<file path="src/rtl/pool_stage_param_if.sv">
`default_nettype none
// +------------------------------------------------------------------+
// | pool_stage_param_if                                              |
// | Pixel-in / pooled-pixel-out valid/ready stream bundle.           |
// | Revision: 1.0                                                    |
// +------------------------------------------------------------------+
interface pool_stage_param_if #(
    parameter int NCH = 6,
    parameter int DW  = 8
) ();
    logic                in_valid;
    logic                in_ready;
    logic [NCH*DW-1:0]   in_data;
    logic                out_valid;
    logic                out_ready;
    logic [NCH*DW-1:0]   out_data;

    modport master (
        output in_valid, in_data, out_ready,
        input  in_ready, out_valid, out_data
    );

    modport slave (
        input  in_valid, in_data, out_ready,
        output in_ready, out_valid, out_data
    );
endinterface
`default_nettype wire

</file>
<file path="src/rtl/pool_stage_param.sv">
`default_nettype none
// +------------------------------------------------------------------+
// | pool_stage_param                                                 |
// | 2x2 stride-2 max/average pooling over an NCH-channel raster.     |
// | Revision: 1.0                                                    |
// +------------------------------------------------------------------+
module pool_stage_param #(
    parameter int NCH  = 6,
    parameter int DW   = 8,
    parameter int IN_W = 28,
    parameter int IN_H = 28,
    localparam int ORW = (IN_H / 2 > 1) ? $clog2(IN_H / 2) : 1,
    localparam int OCW = (IN_W / 2 > 1) ? $clog2(IN_W / 2) : 1
) (
    input  wire logic           clk,
    input  wire logic           reset_n,
    input  wire logic           i_start,
    input  wire logic           i_mode,
    pool_stage_param_if.slave   bus,
    output logic                o_busy,
    output logic                o_done,
    output logic [ORW-1:0]      o_out_row,
    output logic [OCW-1:0]      o_out_col
);
    localparam int CW     = $clog2(IN_W);
    localparam int RW     = $clog2(IN_H);
    localparam int SW     = DW + 2;
    localparam int HALF_W = IN_W / 2;

    localparam logic [1:0] c_idle  = 2'd0;
    localparam logic [1:0] c_run   = 2'd1;
    localparam logic [1:0] c_flush = 2'd2;
    localparam logic [1:0] c_done  = 2'd3;

    generate
        if ((IN_W % 2) != 0 || IN_W < 2) begin : g_bad_width
            $error("pool_stage_param: IN_W must be even and >= 2");
        end
        if ((IN_H % 2) != 0 || IN_H < 2) begin : g_bad_height
            $error("pool_stage_param: IN_H must be even and >= 2");
        end
        if (NCH < 1 || NCH > 16) begin : g_bad_nch
            $error("pool_stage_param: NCH must be in 1..16");
        end
    endgenerate

    logic [1:0]                  state_q, state_d;
    logic                        mode_q, mode_d;
    logic [CW-1:0]               col_q, col_d;
    logic [RW-1:0]               row_q, row_d;
    logic [NCH-1:0][DW-1:0]      pair_q, pair_d;
    logic                        out_valid_q, out_valid_d;
    logic [NCH*DW-1:0]           out_data_q, out_data_d;
    logic [ORW-1:0]              out_row_q, out_row_d;
    logic [OCW-1:0]              out_col_q, out_col_d;

    // Horizontal partials carried at DW+2 bits so average sums never wrap
    logic [NCH-1:0][SW-1:0]      lb_mem [HALF_W];

    logic                        w_accept, w_col_wrap, w_last_pix, w_lb_we, w_load;
    logic [OCW-1:0]              w_lb_idx;
    logic [NCH-1:0][DW-1:0]      w_px, w_res;
    logic [NCH-1:0][SW-1:0]      w_h, w_lb_rd;

    assign bus.in_ready  = (state_q == c_run) && (!out_valid_q || bus.out_ready);
    assign bus.out_valid = out_valid_q;
    assign bus.out_data  = out_data_q;
    assign o_busy        = (state_q == c_run) || (state_q == c_flush);
    assign o_done        = (state_q == c_done);
    assign o_out_row     = out_row_q;
    assign o_out_col     = out_col_q;

    assign w_accept   = bus.in_valid && bus.in_ready;
    assign w_col_wrap = (col_q == CW'(IN_W - 1));
    assign w_last_pix = w_col_wrap && (row_q == RW'(IN_H - 1));
    assign w_lb_we    = w_accept && col_q[0] && !row_q[0];
    assign w_load     = w_accept && col_q[0] && row_q[0];
    assign w_lb_idx   = OCW'(col_q >> 1);
    assign w_px       = bus.in_data;
    assign w_lb_rd    = lb_mem[w_lb_idx];

    always_comb begin
        w_h   = '0;
        w_res = '0;
        for (int k = 0; k < NCH; k++) begin
            if (mode_q) begin
                w_h[k]   = SW'(pair_q[k]) + SW'(w_px[k]);
                w_res[k] = DW'((w_lb_rd[k] + w_h[k] + SW'(2)) >> 2);
            end else begin
                w_h[k]   = (w_px[k] > pair_q[k]) ? SW'(w_px[k]) : SW'(pair_q[k]);
                w_res[k] = (w_h[k] > w_lb_rd[k]) ? w_h[k][DW-1:0] : w_lb_rd[k][DW-1:0];
            end
        end
    end

    always_comb begin
        state_d     = state_q;
        mode_d      = mode_q;
        col_d       = col_q;
        row_d       = row_q;
        pair_d      = pair_q;
        out_valid_d = out_valid_q;
        out_data_d  = out_data_q;
        out_row_d   = out_row_q;
        out_col_d   = out_col_q;

        case (state_q)
            c_idle: begin
                if (i_start) begin
                    state_d = c_run;
                    mode_d  = i_mode;
                    col_d   = '0;
                    row_d   = '0;
                end
            end
            c_run:   if (w_accept && w_last_pix) state_d = c_flush;
            c_flush: if (!out_valid_q || bus.out_ready) state_d = c_done;
            c_done:  state_d = c_idle;
            default: state_d = c_idle;
        endcase

        if (w_accept) begin
            if (w_col_wrap) begin
                col_d = '0;
                row_d = w_last_pix ? '0 : row_q + RW'(1);
            end else begin
                col_d = col_q + CW'(1);
            end
            if (!col_q[0]) pair_d = w_px;
        end

        // A fresh result wins over retiring the one being handshaken
        if (w_load) begin
            out_valid_d = 1'b1;
            out_data_d  = w_res;
            out_row_d   = ORW'(row_q >> 1);
            out_col_d   = w_lb_idx;
        end else if (out_valid_q && bus.out_ready) begin
            out_valid_d = 1'b0;
        end
    end

    always_ff @(posedge clk) begin
        if (!reset_n) begin
            state_q     <= c_idle;
            mode_q      <= 1'b0;
            col_q       <= '0;
            row_q       <= '0;
            pair_q      <= '0;
            out_valid_q <= 1'b0;
            out_data_q  <= '0;
            out_row_q   <= '0;
            out_col_q   <= '0;
        end else begin
            state_q     <= state_d;
            mode_q      <= mode_d;
            col_q       <= col_d;
            row_q       <= row_d;
            pair_q      <= pair_d;
            out_valid_q <= out_valid_d;
            out_data_q  <= out_data_d;
            out_row_q   <= out_row_d;
            out_col_q   <= out_col_d;
        end
    end

    always_ff @(posedge clk) begin
        if (w_lb_we) lb_mem[w_lb_idx] <= w_h;
    end
endmodule
`default_nettype wire

</file>
<file path="src/flat_wrapper.sv">
// flat-port wrapper written by rule: the top's interface ports become plain ports
module pool_stage_param_flat 
#(
    parameter int NCH  = 6,
    parameter int DW   = 8,
    parameter int IN_W = 28,
    parameter int IN_H = 28,
    localparam int ORW = (IN_H / 2 > 1) ? $clog2(IN_H / 2) : 1,
    localparam int OCW = (IN_W / 2 > 1) ? $clog2(IN_W / 2) : 1
)
  (clk, reset_n, i_start, i_mode, o_busy, o_done, o_out_row, o_out_col, bus_in_valid, bus_in_data, bus_out_ready, bus_in_ready, bus_out_valid, bus_out_data);
  pool_stage_param_if #(.NCH(NCH), .DW(DW)) bus_i ();
  input  wire logic clk;
  input  wire logic reset_n;
  input  wire logic i_start;
  input  wire logic i_mode;
  output logic o_busy;
  output logic o_done;
  output logic [ORW-1:0] o_out_row;
  output logic [OCW-1:0] o_out_col;
  input wire logic [$bits(bus_i.in_valid)-1:0] bus_in_valid;
  input wire logic [$bits(bus_i.in_data)-1:0] bus_in_data;
  input wire logic [$bits(bus_i.out_ready)-1:0] bus_out_ready;
  output wire logic [$bits(bus_i.in_ready)-1:0] bus_in_ready;
  output wire logic [$bits(bus_i.out_valid)-1:0] bus_out_valid;
  output wire logic [$bits(bus_i.out_data)-1:0] bus_out_data;
  assign bus_i.in_valid = bus_in_valid;
  assign bus_i.in_data = bus_in_data;
  assign bus_i.out_ready = bus_out_ready;
  assign bus_in_ready = bus_i.in_ready;
  assign bus_out_valid = bus_i.out_valid;
  assign bus_out_data = bus_i.out_data;
  pool_stage_param #(.NCH(NCH), .DW(DW), .IN_W(IN_W), .IN_H(IN_H)) u_core (.clk(clk), .reset_n(reset_n), .i_start(i_start), .i_mode(i_mode), .bus(bus_i), .o_busy(o_busy), .o_done(o_done), .o_out_row(o_out_row), .o_out_col(o_out_col));
endmodule
</file>
<file path="config.mk">
export PLATFORM = sky130hd
export DESIGN_NAME = pool_stage_param_flat
export DESIGN_NICKNAME = d
export VERILOG_FILES = /design/src/rtl/pool_stage_param_if.sv /design/src/rtl/pool_stage_param.sv /design/src/flat_wrapper.sv
export SDC_FILE = /design/constraint.sdc
export NUM_CORES = 1
export LEC_CHECK = 0
export ABC_CLOCK_PERIOD_IN_PS = 6920
export CORE_AREA = 2 2 328 330
export DETAILED_ROUTE_END_ITERATION = 10
export DIE_AREA = 0 0 330 332
export GPL_ROUTABILITY_DRIVEN = 0
export GPL_TIMING_DRIVEN = 0
export PLACE_DENSITY = 0.58
export SYNTH_ARGS = -nofsm -noshare
export SYNTH_HDL_FRONTEND = slang
export SYNTH_SLANG_ARGS = --single-unit
export TNS_END_PERCENT = 10
</file>
<file path="constraint.sdc">
create_clock -name clk -period 6.92 [get_ports clk]
set_input_delay 1.384 -clock clk [delete_from_list [all_inputs] [get_ports clk]]
set_output_delay 1.384 -clock clk [all_outputs]
set_load 0.01 [all_outputs]
</file>
==> metrics <==
post-synthesis compound-gate area fraction 8.04%; minimum clock period roughly 6.4 ns; drt drc 16; DRT iter0 DRCs between 2000 and 3000; max-slew violations 0; Setup violations, final 0; register-to-register setup slack 0.54 ns; fin nets approximately 3600; Distinct cells, synth just over 70; Reg2Reg Capture Point u_core.bus.out_data[7]; largest net degree at the start of global routing 23; Synth Area in Simple Gates under 10%; CTS tree built; Total Wirelength between 100000 and 150000 microns; Synth area leaders edfxtp_1, mux4_2, ha_1; Num CTS Buffers 94; Internal 9970 uW; failing checks design-rule violations; utilization after layout a little under half; WS Path Type flop to flop; initial core utilization between 30% and 40%; area leader, netlist edfxtp_1; worst path arrival time 6.92 ns; Placeable Area ~110000 sq um; RSZ-0062 raised after global routing no; Hold Crit Start u_core.o_out_col[1]; Setup Skew around 0.042 ns; top cells by count, synth edfxtp_1, nand2_1, a21oi_1; Longest Clk Path Bufs 3; PD cells 284 nW/um^2; DP Cell Count roughly 4600; die area roughly 110000 sq um; Hold Buf Count CTS 0; endpoints failing hold 0; hold depth 2; post-DR vias/cell 5.66; warning count from the yosys run 0; actual slew at the worst max-slew pin 1.43 ns; Post-Syn Area 42000 sq um; CP max FO 10; clock slew at reported path FFs 0.06 ns; synthesized flop and latch total between 800 and 900; final setup margin roughly 0.54 ns; first-pass GRT wire length roughly 190000 microns; run status complete, but fails checks; Synth Area in XOR/XNOR about 1.1%; number of buffers added on ports 112; Sink Count 878; post-route insts no fill about 4800; Seq pwr share between 40% and 50%; FILL cells between 9000 and 10000; worst min-delay path category flop to flop; Yosys top cell area share a little over half; Synth Area in Adders between 7 and 8%; post_cts resized 0; post-synthesis mux area share 13.9%; HPWL Detailed between 90000 and 100000 microns; Setup crit start kind flop; final worst-path cycle share between 90 and 100%; via count 27000; Worst-Skew Late Latency approximately 0.7 ns; Clock power frac 36.6%; synth-to-layout area growth 16.9%; Total Routing Usage GR 23.7%; DRT antenna net count 0; WHS 0.453 ns; post-DR wirelength/cell 27.4 microns; Mapped Cells 3014; largest family of logic cells by synthesized area multiplexers; number of global-route vias before repair roughly 26000; post-CTS setup buffer count 0; Max Cap Viol 0; FMAX 0.157 GHz; first drt pass iteration count 9; global route overflow 0; pre-CTS setup slack ~0.51 ns; most common cell in the synthesized netlist edfxtp_1; Max-slew headroom under 10%; antenna cells 0; register area share after synthesis about three fifths; cell leakage power roughly 0.017 uW; Syn Area/Cell approximately 14 sq um; row count 120; asr flop ratio synth 0%; worst vdd ir ~0.19 mV; Post-synth EDFFs between 700 and 800; switching portion of total power 28.5%; sw power 3970 uW; Req. time, crit path 7.45 ns; I/O pin count around 110; Top FF cell, synth edfxtp_1; Reg2Reg Depth 19; crit end category flop; Combinational Power Share about a fifth; Die X around 330 microns; share of cells above drive strength 1 between 10% and 20%; hold path endpoint u_core.o_out_col[1]; syn nets about 3300; H-tree Lvls 3; initial antenna violation count 12; CTS root buffer clkbuf_16; Die H around 330 microns
-- cell type report --
type / instances / area (sq um) / area share (%)
multi-input cells: 1808 / 15600 / 31.7
well taps: 1403 / 1760 / 3.57
flip-flops and latches: 878 / 25100 / 51.2
clock inverters: 58 / 584 / 1.19
repair buffers: 175 / 2140 / 4.35
clock buffers: 116 / 2510 / 5.11
plain buffers: 133 / 684 / 1.39
inverters: 195 / 732 / 1.49
-- routing by layer --
layer,GRT usage [%],wire (microns)
met5,0,52
met4,7.14,3700
met3,4.49,10900
met2,35.7,57900
met1,34.6,57900
-- cells in the final DEF (no fill, tap or decap), drive strengths merged, types with 27 or more instances in the layout --
master           n
xnor2           37
clkdlybuf4s50  112
nor2           101
o21ai          141
nand2          283
clkbuf         179
buf            133
mux2            78
mux4           165
edfxtp         756
inv            198
clkinv          42
ha             240
nand3           29
mux2i          122
dfxtp          122
o211ai          27
a21oi          253
nor2b           29
-- how the worst max path moves through the flow --
stage	end	cells past startpoint
floorplan	u_core.lb_mem[0][0]	7
global placement	u_core.lb_mem[4][3]	9
detailed placement	u_core.bus.out_data[43]	17
CTS	u_core.bus.out_data[7]	19
global route	u_core.bus.out_data[29]	18
finish	u_core.bus.out_data[7]	19
-- cells by family (layout without fill, tap and decap cells) --
family | after synthesis | after routing
xor gates and xnor gates | 55 | 55
adders and majority gates | 252 | 252
muxes | 365 | 365
and+or+nand+nor | 563 | 563
AOI/OAI and AO/OA | 573 | 573
DFF | 878 | 878
buffers and inverters | 328 | 677
-- sequential cells by signal (all words and copies together) (netlist names), named ones only --
register,count
u_core.row_q,5
u_core.bus.out_valid,1
u_core.o_out_col,4
u_core.mode_q,1
u_core.pair_q,48
u_core.lb_mem,756
u_core.state_q,2
u_core.col_q,5
u_core.bus.out_data,48
u_core.o_out_row,4
-- stage by stage --
stage | setup TNS (ns) | instance area [sq um] | power (uW)
floorplan | 0 | 42000 | 8000
global placement | -2639.65 | 44900 | 8860
detailed placement | 0 | 46000 | 8890
CTS | 0 | 49100 | 14000
global route | 0 | 49100 | 14500
finish | 0 | 49100 | 13900
-- worst max-delay path, stage by stage (launching register included) --
cell,delay (ns)
dfxtp_1,0.44
buf_2,0.26
buf_2,0.34
buf_2,0.41
clkbuf_1,0.86
buf_1,0.78
a21oi_1,0.08
a21oi_1,0.67
ha_1,0.37
nor2_1,0.15
nand2_1,0.10
fa_1,0.46
nor2b_1,0.15
o21ai_0,0.14
a21boi_0,0.29
o21a_1,0.19
o41ai_1,0.09
xnor2_1,0.15
mux2i_1,0.16
a21oi_1,0.08
-- power by group through the flow --
stage | Clock, uW | Combinational (uW) | Sequential [uW]
after floorplan | 0 | 1750 | 6260
after global placement | 0 | 2580 | 6280
after detailed placement | 0 | 2610 | 6280
after CTS | 5170 | 2630 | 6170
after global routing | 5380 | 2920 | 6170
final | 5100 | 2670 | 6170
No activity file was read; power rests on OpenSTA's default activity.
